$ cat src/rtl/watch_ctrl.sv
// 24-hour BCD watch: RUN counts minutes from a prescaled clock,
// SET_HR / SET_MIN adjust the time from a debounced increment button.
module watch_ctrl #(
    parameter int unsigned TICKS_PER_MIN = 60
) (
    input  logic       clk,
    input  logic       rst_n,
    input  logic       mode_btn,
    input  logic       inc_btn,
    output logic [3:0] Hour1,
    output logic [3:0] Hour2,
    output logic [3:0] Min1,
    output logic [3:0] Min2,
    output logic [1:0] set_mode,
    output logic       chime
);

    typedef enum logic [1:0] {
        S_RUN     = 2'b00,
        S_SET_HR  = 2'b01,
        S_SET_MIN = 2'b10
    } state_e;

    localparam logic [15:0] PRE_MAX = 16'(TICKS_PER_MIN - 1);

    state_e      state_q, state_d;
    logic [15:0] presc_q, presc_d;
    logic        mode_prev_q, inc_prev_q;
    logic [3:0]  h1_q, h1_d;
    logic [3:0]  h2_q, h2_d;
    logic [3:0]  m1_q, m1_d;
    logic [3:0]  m2_q, m2_d;
    logic        chime_q, chime_d;

    logic mode_rise;
    logic inc_rise;
    logic run_tick;
    logic hr_inc;
    logic min_inc;
    logic min_wrap;
    logic min_adv;
    logic hr_adv;

    assign mode_rise = mode_btn & ~mode_prev_q;
    assign inc_rise  = inc_btn & ~inc_prev_q;

    assign run_tick = (state_q == S_RUN) && (presc_q == PRE_MAX);
    // A mode edge in the same cycle swallows the increment.
    assign hr_inc   = (state_q == S_SET_HR) && inc_rise && !mode_rise;
    assign min_inc  = (state_q == S_SET_MIN) && inc_rise && !mode_rise;

    assign min_wrap = (m1_q >= 4'd5) && (m2_q >= 4'd9);
    assign min_adv  = run_tick || min_inc;
    assign hr_adv   = (run_tick && min_wrap) || hr_inc;

    always_comb begin
        state_d = state_q;
        unique case (state_q)
            S_RUN:     if (mode_rise) state_d = S_SET_HR;
            S_SET_HR:  if (mode_rise) state_d = S_SET_MIN;
            S_SET_MIN: if (mode_rise) state_d = S_RUN;
            default:   state_d = S_RUN;
        endcase
    end

    always_comb begin
        presc_d = '0;
        if (state_q == S_RUN && !mode_rise && !run_tick) begin
            presc_d = presc_q + 16'd1;
        end
    end

    always_comb begin
        m1_d = m1_q;
        m2_d = m2_q;
        if (min_adv) begin
            if (m2_q >= 4'd9) begin
                m2_d = 4'd0;
                m1_d = (m1_q >= 4'd5) ? 4'd0 : m1_q + 4'd1;
            end else begin
                m2_d = m2_q + 4'd1;
            end
        end
    end

    // Comparisons use >= so a corrupted digit falls back into range.
    always_comb begin
        h1_d = h1_q;
        h2_d = h2_q;
        if (hr_adv) begin
            if ((h1_q >= 4'd2 && h2_q >= 4'd3) || h1_q > 4'd2) begin
                h1_d = 4'd0;
                h2_d = 4'd0;
            end else if (h2_q >= 4'd9) begin
                h1_d = h1_q + 4'd1;
                h2_d = 4'd0;
            end else begin
                h2_d = h2_q + 4'd1;
            end
        end
    end

    assign chime_d = run_tick && min_wrap;

    always_ff @(posedge clk) begin
        if (!rst_n) begin
            state_q     <= S_RUN;
            presc_q     <= '0;
            mode_prev_q <= mode_btn;
            inc_prev_q  <= inc_btn;
            h1_q        <= 4'd0;
            h2_q        <= 4'd0;
            m1_q        <= 4'd0;
            m2_q        <= 4'd0;
            chime_q     <= 1'b0;
        end else begin
            state_q     <= state_d;
            presc_q     <= presc_d;
            mode_prev_q <= mode_btn;
            inc_prev_q  <= inc_btn;
            h1_q        <= h1_d;
            h2_q        <= h2_d;
            m1_q        <= m1_d;
            m2_q        <= m2_d;
            chime_q     <= chime_d;
        end
    end

    assign Hour1    = h1_q;
    assign Hour2    = h2_q;
    assign Min1     = m1_q;
    assign Min2     = m2_q;
    assign set_mode = state_q;
    assign chime    = chime_q;

endmodule
$ cat config.mk
export PLATFORM = sky130hd
export DESIGN_NAME = watch_ctrl
export DESIGN_NICKNAME = d
export VERILOG_FILES = /design/src/rtl/watch_ctrl.sv
export SDC_FILE = /design/constraint.sdc
export NUM_CORES = 1
export LEC_CHECK = 0
export BUFFER_PORTS_ARGS = -buffer_cell sky130_fd_sc_hd__buf_2
export CAP_MARGIN = 20
export CORE_ASPECT_RATIO = 0.75
export CORE_UTILIZATION = 35
export CTS_BUF_LIST = sky130_fd_sc_hd__clkbuf_8 sky130_fd_sc_hd__clkbuf_16
export DETAILED_ROUTE_END_ITERATION = 7
export HOLD_SLACK_MARGIN = 0.05
export SLEW_MARGIN = 10
export SYNTH_ARGS = -nofsm -noshare
export SYNTH_HDL_FRONTEND = slang
export SYNTH_SLANG_ARGS = --single-unit
$ cat constraint.sdc
create_clock -name clk -period 2.3 [get_ports clk]
set_clock_uncertainty 0.05 [all_clocks]
set_input_delay 0.46 -clock clk [delete_from_list [all_inputs] [get_ports clk]]
set_output_delay 0.46 -clock clk [all_outputs]
set_load 0.02 [all_outputs]
==> results_tabular.tex, run 1 <==
\begin{tabular}{lr}
\hline
Metric & Value \\
\hline
\multicolumn{2}{l}{\textbf{Route}} \\
Detailed-route wire length & between 3 and 4 mm \\
Detailed-route DRC error count & 0 \\
Detailed-route vias per instance & roughly 4.6 \\
WL/cell & roughly 11 um \\
Starting DRT DRC Count & 47 \\
Routed vias & $\sim$1400 \\
Detailed-router iteration count before antenna repair & 4 \\
Number of nets with antenna violations after detailed routing & 0 \\
\multicolumn{2}{l}{\textbf{Synthesis}} \\
Xor/xnor cell area share of the yosys netlist & $\sim$7\% \\
Mapped Nets & $\sim$220 \\
Proportion of synthesized flip-flops having asynchronous set or reset & 0\% \\
Adder-cell share of the synthesized area & 8.17\% \\
Most common flop cell mapped by yosys & sky130\_fd\_sc\_hd\_\_dfxtp\_1 \\
Post-Synthesis Cells & $\sim$210 \\
Yosys warning count & 0 \\
Multiplexer fraction of the synthesized cell area & between 4 and 5\% \\
Main combinational cell family by area after synthesis & simple AND/OR/NAND/NOR gates \\
Post-Synthesis Cell Area & approximately 1800 sq um \\
Sequential cell area fraction in the yosys report & between 40\% and 50\% \\
Synthesized area divided by synthesized cell count & approximately 8.9 sq um \\
Register bit count reported by yosys & 37 \\
Top cell type by total area after synthesis & sky130\_fd\_sc\_hd\_\_dfxtp\_1 \\
Post-synthesis compound-gate area fraction & slightly below 8\% \\
Cell types occupying the most area after synthesis & sky130\_fd\_sc\_hd\_\_dfxtp\_1 (40\%), sky130\_fd\_sc\_hd\_\_ha\_1 (8.2\%), sky130\_fd\_sc\_hd\_\_nor2\_1 (6.1\%), sky130\_fd\_sc\_hd\_\_mux2i\_1 (4.4\%), sky130\_fd\_sc\_hd\_\_nand2\_1 (4.3\%) \\
Simple-gate share of the synthesized area & 28.4\% \\
Area share of the largest cell type after synthesis & about two fifths \\
Number of flops mapped to enable cells by yosys & 0 \\
Count of unique library cells instantiated by Yosys & 41 \\
\multicolumn{2}{l}{\textbf{Global routing}} \\
Largest net degree at the start of global routing & 28 \\
Number of antenna violations at the first check in global routing & 0 \\
Grt total ovfl & 0 \\
Combined global-route utilization of all metal layers & 13.3\% \\
Global-route wire length before repair & about 5.8 mm \\
Via count of the first global-routing pass & around 1200 \\
\multicolumn{2}{l}{\textbf{Setup path}} \\
Reg-to-Reg Start & presc\_q[0]\$\_SDFF\_PN0\_ \\
Cell count of the worst reg-to-reg path & 6 \\
WS Path Type & flip-flop to flip-flop \\
CP required & 2420 ps \\
Reg-to-reg slack, setup & 140 ps \\
Worst-path maximum fanout & 6 \\
Worst flop-to-flop path endpoint & Hour2[2]\$\_SDFFE\_PN0P\_ \\
CP Data Arrival Time & 2280 ps \\
Critical path endpoint category & flip-flop \\
Worst setup SP type & flip-flop \\
\multicolumn{2}{l}{\textbf{Timing}} \\
Unrepaired setup endpoints after global routing & false \\
Final worst path period share & between 90\% and 100\% \\
Final-report max-slew violation count & 0 \\
Post-route worst hold slack & approximately 240 ps \\
Worst slew pin tran & between 500 and 600 ps \\
Worst setup slack after layout & about 140 ps \\
Fin. Hold Viols & 0 \\
Final setup violation count & 0 \\
Summed negative setup slack over all endpoints & 0 ps \\
Max Clock Freq & $\sim$460 MHz \\
Headroom to the max-slew limit & between 60\% and 70\% \\
Post-layout minimum cycle time & 2160 ps \\
\multicolumn{2}{l}{\textbf{Clock network}} \\
Cts hold-fix bufs & 0 \\
Number of setup buffers added after CTS & 0 \\
H-tree level count & 2 \\
TritonCTS buffer count & 5 \\
Clock-pin slew reported for the worst setup and hold paths after clock tree synthesis & 70 ps \\
Clock net sink count & 37 \\
CTS Root Buffer Type & sky130\_fd\_sc\_hd\_\_clkbuf\_8 \\
Deepest clock path buffer count & 2 \\
Clock tree from TritonCTS & done \\
Clock latency reported for the late side of the worst-skew pair & $\sim$280 ps \\
Number of instances resized during post-cts repair & 0 \\
\multicolumn{2}{l}{\textbf{Final layout}} \\
Layout-stage area growth over the synthesis result & 17.6\% \\
Layout Nets & 253 \\
Final antenna diode count & 0 \\
Fraction of layout instances using a drive strength above 1 & approximately 17\% \\
Most common cell after layout, fill and taps aside & sky130\_fd\_sc\_hd\_\_dfxtp\_1 \\
Highest-count cells in the layout ignoring fill and taps & sky130\_fd\_sc\_hd\_\_dfxtp\_1 (37), sky130\_fd\_sc\_hd\_\_nor2\_1 (30), sky130\_fd\_sc\_hd\_\_buf\_2 (22) \\
Final Non-Filler Cells & slightly above 300 \\
\multicolumn{2}{l}{\textbf{Floorplanning}} \\
Die extent in y & about 65 um \\
Row count & 22 \\
Io pins & 23 \\
Die Outline Area & 5550 sq um \\
Initial core utilization & 36.9\% \\
Core area & between 4000 and 5000 sq um \\
Width of the chip & $\sim$86 um \\
\multicolumn{2}{l}{\textbf{Run}} \\
Number of max-cap violations & 0 \\
\multicolumn{2}{l}{\textbf{Hold path}} \\
Endpoint of the worst hold path & mode\_prev\_q\$\_DFF\_P\_ \\
Hold Path Depth & 1 \\
Hold wc startpoint & mode\_btn \\
Worst Hold Class & input pin to flip-flop \\
\multicolumn{2}{l}{\textbf{Place}} \\
Worst slack, placed & approximately 160 ps \\
Placed Cells & just over 300 \\
Final RePlAce weighted congestion & approximately 0.76 \\
Half-perimeter wire length after detailed placement & about 2.5 mm \\
Quantity of I/O buffers inserted on ports & 22 \\
\multicolumn{2}{l}{\textbf{Pwr}} \\
Maximum vdd drop & $\sim$0.00034 V \\
Static leakage & roughly 0.95 nW \\
PnR Total Power & 0.00121 W \\
PD cells & 558 nW/um\^{}2 \\
\multicolumn{2}{l}{\textbf{Outcome}} \\
Result of the run & completed \\
\hline
\end{tabular}
==> routing by layer <==
layer | track usage, % | vias to the layer above | routed length [um]
met1 | 20.3 | 638 | 2010
met4 | 5.00 | 0 | 36
met5 | 0 | - | 0
met3 | 3.44 | 2 | 104
li1 | - | 780 | -
met2 | 17.5 | 20 | 1320
==> metrics by stage <==
step / utilization, % / area, sq um
3_5_place_dp: 41.3 / 2060
5_1_grt: 43.4 / 2160
3_3_place_gp: 41.3 / 2060
4_1_cts: 43.4 / 2160
2_1_floorplan: - / 1840
6_report: 43.4 / 2160
==> cells in the mapped netlist, drive strengths merged (3+ instances only) <==
library cell,count
dfxtp,37
nor2,30
nand2,21
ha,12
inv,11
nand3,9
xor2,9
mux2i,8
nand4,7
nand2b,6
o21ai,6
xnor2,6
and3,5
nor3,4
nor4,4
clkbuf,3
nor2b,3
==> registers in the layout, summed over array words and instances, names as in the netlist, 2 cells and up <==
register and count:
set_mode 2, Min1 4, Hour2 4, Hour1 4, presc_q 16, Min2 4
==> worst max path at each step <==
stage	startpoint	end	slack [ps]	cells after the start
final	presc_q[0]$_SDFF_PN0_	Hour2[2]$_SDFFE_PN0P_	140	6
after global routing	presc_q[0]$_SDFF_PN0_	Hour2[2]$_SDFFE_PN0P_	50	6
after CTS	presc_q[0]$_SDFF_PN0_	Hour2[2]$_SDFFE_PN0P_	130	6
after detailed placement	presc_q[0]$_SDFF_PN0_	Hour2[2]$_SDFFE_PN0P_	160	6
after global placement	presc_q[0]$_SDFF_PN0_	Hour2[2]$_SDFFE_PN0P_	210	6
after floorplan	presc_q[0]$_SDFF_PN0_	Hour2[2]$_SDFFE_PN0P_	300	6
==> cell type report <==
class / instances / area (sq um)
Tap cell: 72 / 90.1
Inverter: 11 / 41.3
Multi-Input combinational cell: 155 / 1040
Sequential cell: 37 / 741
Clock inverter: 1 / 5.00
Fill cell: 493 / 2820
Clock buffer: 7 / 96.3
Timing Repair Buffer: 27 / 148
==> worst max-delay path, cell delays in order, from the launching register on <==
cell                      delay [ps]
sky130_fd_sc_hd__dfxtp_1         370
sky130_fd_sc_hd__ha_1            210
sky130_fd_sc_hd__nand2_1          70
sky130_fd_sc_hd__or4_4           520
sky130_fd_sc_hd__nor4_4          420
sky130_fd_sc_hd__o22ai_1         120
sky130_fd_sc_hd__a32o_1          280
==> power by group <==
| part | internal, W | switching (W) |
|---|---|---|
| clock | 0.000271 | 0.000221 |
| combinational | 0.0000207 | 0.0000368 |
| sequential | 0.000649 | 0.00000787 |
| total | 0.000940 | 0.000266 |
==> cell families after synthesis <==
| family | after synthesis |
|---|---|
| xor gates and xnor gates | 15 |
| adders and majority gates | 12 |
| and+or+nand+nor | 100 |
| DFF | 37 |
| buffers and inverters | 15 |
| muxes | 9 |
| AOI/OAI and AO/OA | 19 |
Power figures use the tool's default switching activity.
==> run 2, diff against run 1 <==
--- a/config.mk
+++ b/config.mk
@@ -8,10 +8,11 @@
 export BUFFER_PORTS_ARGS = -buffer_cell sky130_fd_sc_hd__buf_2
 export CAP_MARGIN = 20
 export CORE_ASPECT_RATIO = 0.75
-export CORE_UTILIZATION = 35
+export CORE_UTILIZATION = 50
 export CTS_BUF_LIST = sky130_fd_sc_hd__clkbuf_8 sky130_fd_sc_hd__clkbuf_16
 export DETAILED_ROUTE_END_ITERATION = 7
 export HOLD_SLACK_MARGIN = 0.05
+export PLACE_DENSITY = 0.7
 export SLEW_MARGIN = 10
 export SYNTH_ARGS = -nofsm -noshare
 export SYNTH_HDL_FRONTEND = slang
==> run 2 against run 1 <==
Final cell count shrank 7.1%. Critical path depth is the same. Via count grew 0.69%. Power shrank 5.1%. Wire length grew 0.17%. Largest cell class unchanged. Maximum frequency grew 4.8%. Hold slack lost 6.4 ps. Critical endpoint unchanged. Global-route usage grew 6.8 points. Flip-flop and latch count is the same. Largest power group unchanged. Combinational power grew 3.5%.
==> results_tabular.tex, run 2 (synthesis gave the netlist of run 1 again) <==
\begin{tabular}{lr}
\hline
Metric & Value \\
\hline
\multicolumn{2}{l}{\textbf{Final layout}} \\
Final antenna diode count & 0 (unchanged) \\
Max FFs per register & 16 (unchanged) \\
Layout Nets & 253 (unchanged) \\
Highest-count cells in the layout ignoring fill and taps & sky130\_fd\_sc\_hd\_\_dfxtp\_1 (37), sky130\_fd\_sc\_hd\_\_nor2\_1 (30), sky130\_fd\_sc\_hd\_\_buf\_2 (22) \\
Fraction of layout instances using a drive strength above 1 & 16.8\% (-0.42 points) \\
Register containing the most flip-flops in the final layout & presc\_q \\
Layout-stage area growth over the synthesis result & 15.5\% \\
Most common cell after layout, fill and taps aside & sky130\_fd\_sc\_hd\_\_dfxtp\_1 \\
\multicolumn{2}{l}{\textbf{Floorplanning}} \\
Width of the chip & 72.0 um (-16\%) \\
Initial core utilization & 54.0\% (+17 points) \\
Core area & 3400 sq um (-32\%) \\
Die Outline Area & 3920 sq um (-29\%) \\
Die extent in y & 54.5 um (-16\%) \\
Row count & 18 (-18\%) \\
Io pins & 23 (unchanged) \\
\multicolumn{2}{l}{\textbf{Timing}} \\
Unrepaired setup endpoints after global routing & false \\
Worst setup slack after layout & 242 ps (+99.5 ps) \\
Final worst path period share & 89.5\% (-4.3 points) \\
Worst slew pin tran & 579 ps (+29.1 ps) \\
Fin. Hold Viols & 0 (unchanged) \\
Final-report max-slew violation count & 0 (unchanged) \\
Summed negative setup slack over all endpoints & 0 ps (unchanged) \\
Final setup violation count & 0 (unchanged) \\
Post-layout minimum cycle time & 2060 ps (-99.5 ps) \\
Max Clock Freq & 486 MHz (+4.8\%) \\
Headroom to the max-slew limit & 61.1\% (-2.0 points) \\
\multicolumn{2}{l}{\textbf{Place}} \\
Quantity of I/O buffers inserted on ports & 22 (unchanged) \\
Final RePlAce weighted congestion & 0.806 (+6.3\%) \\
Worst slack, placed & 137 ps (-21.1 ps) \\
Half-perimeter wire length after detailed placement & 2.52 mm (about the same) \\
\multicolumn{2}{l}{\textbf{Route}} \\
Starting DRT DRC Count & 71 (+51\%) \\
Detailed-router iteration count before antenna repair & 4 (unchanged) \\
Routed vias & 1450 (+0.69\%) \\
Detailed-route vias per instance & 5.03 (+8.4\%) \\
Number of nets with antenna violations after detailed routing & 0 (unchanged) \\
Detailed-route wire length & 3.48 mm (+0.17\%) \\
Detailed-route DRC error count & 0 (unchanged) \\
WL/cell & 12.1 um (+7.8\%) \\
\multicolumn{2}{l}{\textbf{Clock network}} \\
Clock tree from TritonCTS & done \\
Clock latency reported for the late side of the worst-skew pair & 290 ps (about the same) \\
Number of instances resized during post-cts repair & 0 (unchanged) \\
Cts hold-fix bufs & 0 (unchanged) \\
CTS Root Buffer Type & sky130\_fd\_sc\_hd\_\_clkbuf\_8 \\
Number of setup buffers added after CTS & 0 (unchanged) \\
TritonCTS buffer count & 5 (unchanged) \\
H-tree level count & 2 (unchanged) \\
Clock-pin slew reported for the worst setup and hold paths after clock tree synthesis & 70 ps (about the same) \\
Clock net sink count & 37 (unchanged) \\
Deepest clock path buffer count & 2 (unchanged) \\
\multicolumn{2}{l}{\textbf{Setup path}} \\
CP Data Arrival Time & 2190 ps (-90 ps) \\
CP required & 2440 ps (+20 ps) \\
Critical path endpoint category & flip-flop \\
Worst-path maximum fanout & 6 (unchanged) \\
WS Path Type & flip-flop to flip-flop \\
Worst setup SP type & flip-flop \\
\multicolumn{2}{l}{\textbf{Pwr}} \\
Maximum vdd drop & 0.000363 V (+8.2\%) \\
Sequential group share of total power & 57.4\% (+3.0 points) \\
Switching component of the power & 0.000268 W (+0.81\%) \\
PD cells & 539 nW/um\^{}2 (-3.4\%) \\
Fraction of power spent switching nets & 23.4\% (+1.4 points) \\
Combinational power share & 5.2\% (+0.4 points) \\
Part of the power in the clock network & 37.4\% (-3.4 points) \\
Static leakage & 0.944 nW (-0.48\%) \\
Cell internal pwr & 0.000876 W (-6.8\%) \\
\multicolumn{2}{l}{\textbf{Run}} \\
Number of max-cap violations & 0 (unchanged) \\
\multicolumn{2}{l}{\textbf{Global routing}} \\
Global-route wire length before repair & 5.89 mm (+0.94\%) \\
Grt total ovfl & 0 (unchanged) \\
Combined global-route utilization of all metal layers & 20.1\% (+6.8 points) \\
Largest net degree at the start of global routing & 28 (unchanged) \\
Number of antenna violations at the first check in global routing & 0 (unchanged) \\
Via count of the first global-routing pass & 1242 (+1.8\%) \\
\multicolumn{2}{l}{\textbf{Hold path}} \\
Worst Hold Class & input pin to flip-flop \\
\multicolumn{2}{l}{\textbf{Outcome}} \\
Result of the run & completed \\
\hline
\end{tabular}
## run 2: metrics by stage
stage	instance area [sq um]	util, %	instances	total power (W)	hold WS [ps]
after global placement	2030	59.7	280	0.000730	397
final	2120	62.4	288	0.00114	233
after CTS	2110	62.2	288	0.00116	224
after global routing	2120	62.4	288	0.00119	219
after floorplan	1840	-	207	0.000712	376
after detailed placement	2030	59.7	280	0.000730	408
## run 2: worst max-delay path, stage by stage (launching register included)
cell and delay, ps:
sky130_fd_sc_hd__dfxtp_1 370, sky130_fd_sc_hd__ha_1 210, sky130_fd_sc_hd__nand2_1 60, sky130_fd_sc_hd__or4_4 530, sky130_fd_sc_hd__nor4_4 310, sky130_fd_sc_hd__o22ai_1 140
sky130_fd_sc_hd__a32o_1 290
## run 2: per-layer routing
layer,part of all wire [%],track usage [%],wire (um),vias to the layer above
li1,-,-,-,781
met1,57,28.8,1990,642
met2,38,27.5,1310,25
met3,4.2,6.63,147,2
met4,0.78,7.84,27,0
met5,0,0,0,-
## run 2: final timing paths
kind / startpoint / slack (ps) / depth (start not counted) / to
worst max-delay path: presc_q[0]$_SDFF_PN0_ / 240 / 6 / Hour2[2]$_SDFFE_PN0P_
worst min-delay path: mode_btn / 230 / 1 / mode_prev_q$_DFF_P_
worst max register to register: presc_q[0]$_SDFF_PN0_ / 240 / 6 / Hour2[2]$_SDFFE_PN0P_
worst min register to register: presc_q[0]$_SDFF_PN0_ / 420 / 1 / presc_q[0]$_SDFF_PN0_
## run 2: area by class of cell
class / instances / area, sq um
clock inverter: 3 / 13.8
inverter: 11 / 41.3
timing repair buffer: 27 / 148
fill: 321 / 1280
multi-input combinational: 155 / 1050
clock buffer: 5 / 68.8
tap: 50 / 62.6
sequential: 37 / 741
## run 2: power groups by stage
stage	sequential (W)	combinational, W	clock, W
floorplan	0.000673	0.0000388	0
global placement	0.000671	0.0000590	0
detailed placement	0.000672	0.0000586	0
CTS	0.000657	0.0000590	0.000441
global route	0.000658	0.0000675	0.000470
finish	0.000657	0.0000595	0.000428
